==> src/rtl/sat_counter.sv <==
// Up-counter that sticks at all-ones instead of wrapping; sat flags the ceiling.
module sat_counter #(
   parameter int W = 8
) (
   input  logic         clk,
   input  logic         rst_n,
   input  logic         clr,
   input  logic         inc,
   output logic [W-1:0] out,
   output logic         sat
);

   logic [W-1:0] cnt_r;

   // count register: reset/clear to zero, otherwise increment below the ceiling
   always_ff @(posedge clk) begin
      if (!rst_n) begin
         cnt_r <= '0;
      end else if (clr) begin
         cnt_r <= '0;
      end else if (inc && !sat) begin
         cnt_r <= cnt_r + W'(1);
      end else begin
         cnt_r <= cnt_r;
      end
   end

   assign out = cnt_r;
   assign sat = &cnt_r;

endmodule

==> config.mk <==
export PLATFORM = sky130hd
export DESIGN_NAME = sat_counter
export DESIGN_NICKNAME = d
export VERILOG_FILES = /design/src/rtl/sat_counter.sv
export SDC_FILE = /design/constraint.sdc
export NUM_CORES = 1
export LEC_CHECK = 0
export ABC_CLOCK_PERIOD_IN_PS = 1600
export BUFFER_PORTS_ARGS = -buffer_cell sky130_fd_sc_hd__buf_2
export CAP_MARGIN = 20
export CORE_AREA = 2 2 39 41
export CTS_BUF_LIST = sky130_fd_sc_hd__clkbuf_4 sky130_fd_sc_hd__clkbuf_8 sky130_fd_sc_hd__clkbuf_16
export CTS_CLUSTER_SIZE = 40
export DETAILED_ROUTE_END_ITERATION = 7
export DIE_AREA = 0 0 41 43
export SYNTH_ARGS = -nofsm -noshare
export SYNTH_HDL_FRONTEND = slang
export SYNTH_SLANG_ARGS = --single-unit
==> constraint.sdc <==
create_clock -name clk -period 1.6 [get_ports clk]
set_input_delay 0.32 -clock clk [delete_from_list [all_inputs] [get_ports clk]]
set_output_delay 0.32 -clock clk [all_outputs]
set_load 0.1 [all_outputs]
==> results.txt <==
status = complete, no violations
largest family of logic cells by synthesized area = simple AND/OR/NAND/NOR gates
Post-Synth XOR/XNOR Area = 0%
dpl ws = 0.221 ns
number of hold violations in the final report = 0
1st-pass router iterations = 3
CTS tree = built
Design Area, Final = 611 um^2
layout cells sized above 1 = 46.3%
min Tclk post-route = 1.56 ns
R2R Path Start = out[0]$_SDFFE_PP0P_
Synth Area in Simple Gates = 30.2%
RSZ-0062 raised after global routing = yes
crit path capture type = output port
Final setup viols = 0
grt ovf = 0
Max Fclk = 640 MHz
clk_lat worst skew = 0.25 ns
Final WS setup = 0.0381 ns
synthesized area per cell = 8.46 um^2
min-delay src = inc
DRT iter0 DRCs = 4
vias in the first global route = 395
Num CTS Buffers = 3
share of the synthesized area in the top cell type = 37.9%
Seq/Total Area, Yosys = 37.9%
synthesis-to-layout area growth = 44.4%
area of the die = 1760 um^2
Synth Area in Adders = 2.96%
IO buf count = 12
commonest cells in the netlist = dfxtp_1, a21oi_1, nand2_1
clk root buf = clkbuf_4
prevailing post-synth register cell = dfxtp_1
pin count of the biggest net entering global routing = 9
area leader, netlist = dfxtp_1
post-synthesis cell count = 50
clock skew = 0.000678 ns
Power, Total = 0.381 mW
hold path endpoint = out[2]$_SDFFE_PP0P_
post-synthesis mux area share = 4.73%
Slew Limit Headroom = 67.4%
Syn. warnings = 0
Worst R2R End = out[5]$_SDFFE_PP0P_
Tcrit/Tclk final = 97.6%
CP Buf/Inv Count = 1
Worst EP required = 1.28 ns
Pleak = 0.242 nW
flops & latches, synth = 8
ranking of synthesized cells by area = dfxtp_1, a21oi_1, nand2_1
# DRC = 0
wirelength, routed = 958 um
first-pass GRT wire length = 1.72 mm
number of synthesized flops with an enable pin = 0
initial antenna violation count = 0
pins over their slew limit = 0
min-delay worst type = in -> reg
CP max stage delay = 0.35 ns
Synth Area in Compound Gates = 21.3%
die span in y = 43 um
most numerous cell in the Yosys netlist = dfxtp_1
CP top delay family = flip-flops
fin nets = 74
CP Max Fanout = 5
Synth cell types = 24
Post-Syn Area = 423 um^2
Post-CTS Hold Fix Bufs = 0
GRT Util Overall = 14.7%
Reg clk slew, reported paths = 0.05 ns
total number of vias = 435
TNS Setup = 0 ns
DR WL/cell = 11.5 um
n_diodes = 0
DP Area = 563 um^2
Clock Sink Count = 8
ys async rst share = 0%
post-DP HPWL = 706 um
Synthesized Nets = 55
Final ANT Viol Nets = 0
Initial Utilization = 30.6%
worst slew pin tran = 0.487 ns
crit-path cells = ha_4, and3_4, and2_4, buf_12
max cap viols = 0
max FFs per register = 8
CP Launch Type = flip-flop
crit path DAT = 1.24 ns
worst setup path class = reg -> out
H-tree Lvls = 1
Worst path slowest cell = dfxtp_4
via/cell ratio = 5.24
IO Count = 13
Filler Cell Count = 144
RD Place Congestion = 0.750
clk buf depth = 2
Core Util, Final = 44.1%
hold path depth = 3
core box area = 1380 um^2
reg-to-reg setup timing slack = 0.20 ns
row cnt = 14
worst-case vdd ir drop = 0.327 mV
Worst Reg-to-Reg Cells = 5
Die X = 41 um
PwrDens = 623 nW/um^2
-- through the flow --
stage          cells  hold WS (ns)
5_1_grt           83         0.433
6_report          83         0.427
3_5_place_dp      77         0.486
2_1_floorplan     50         0.511
4_1_cts           83         0.414
3_3_place_gp      77         0.489
-- worst reg2reg max path, stage by stage, from the launching register on --
cell and delay (ns):
dfxtp_4 0.35, ha_4 0.17, and3_4 0.15, buf_4 0.14, a2111oi_0 0.39, nor3_1 0.08
-- power by group --
| group | total, mW | leakage (nW) | internal (mW) | switching [mW] |
|---|---|---|---|---|
| combinational | 0.0362 | 0.157 | 0.0111 | 0.0250 |
| sequential | 0.191 | 0.0710 | 0.189 | 0.00180 |
| clock | 0.154 | 0.0138 | 0.0858 | 0.0680 |
| total | 0.381 | 0.242 | 0.286 | 0.0949 |
-- worst max-delay path by stage --
stage,start,to,depth (start not counted)
6_report,out[0]$_SDFFE_PP0P_,sat,4
5_1_grt,out[0]$_SDFFE_PP0P_,sat,4
4_1_cts,out[1]$_SDFFE_PP0P_,sat,4
2_1_floorplan,out[1]$_SDFFE_PP0P_,sat,3
3_5_place_dp,out[3]$_SDFFE_PP0P_,sat,3
3_3_place_gp,out[3]$_SDFFE_PP0P_,sat,3
-- layout by cell type (no fill, tap or decap), types with 2 or more instances in the layout --
cell type / Yosys / final
nand4_1: 2 / 2
nand2_1: 6 / 6
nand2b_1: 2 / 2
buf_4: 0 / 3
mux2i_1: 2 / 2
inv_1: 2 / 2
buf_2: 1 / 11
dfxtp_4: 0 / 8
clkbuf_4: 0 / 3
a21oi_1: 6 / 6
nor3_1: 3 / 3
o21ai_0: 2 / 2
-- final cells by class --
type / instances / area [um^2] / share of cell area, %
Sequential cell: 8 / 190 / 31.1
Timing Repair Buffer: 15 / 97.6 / 16.0
Multi-Input combinational cell: 39 / 273 / 44.7
Clock buffer: 3 / 22.5 / 3.69
Inverter: 2 / 7.51 / 1.23
Tap cell: 16 / 20.0 / 3.28
-- cells by family (layout without fill, tap and decap cells) --
kind of cell	Yosys count	count (layout)
flip-flops	8	8
AO/OA/AOI/OAI	14	14
buffers and inverters	3	20
adder cells (fa/ha/maj)	1	1
multiplexers	2	2
AND/OR/NAND/NOR	22	22
-- layer usage --
metal / vias up / global-route usage, % / part of all wire, %
met2: 12 / 20.0 / 44
met3: 4 / 5.24 / 6.6
met5: - / 0 / 0
met1: 191 / 17.5 / 46
li1: 228 / - / -
met4: 0 / 12.0 / 3.1
-- what timing repair did --
item                       in CTS  in global routing
cloned                          0                  0
pin swaps                       1                  1
resized for setup               2                  0
setup endpoints to repair       1                  1
setup buffers                   3                  0
(Power assumes the default switching activity.)
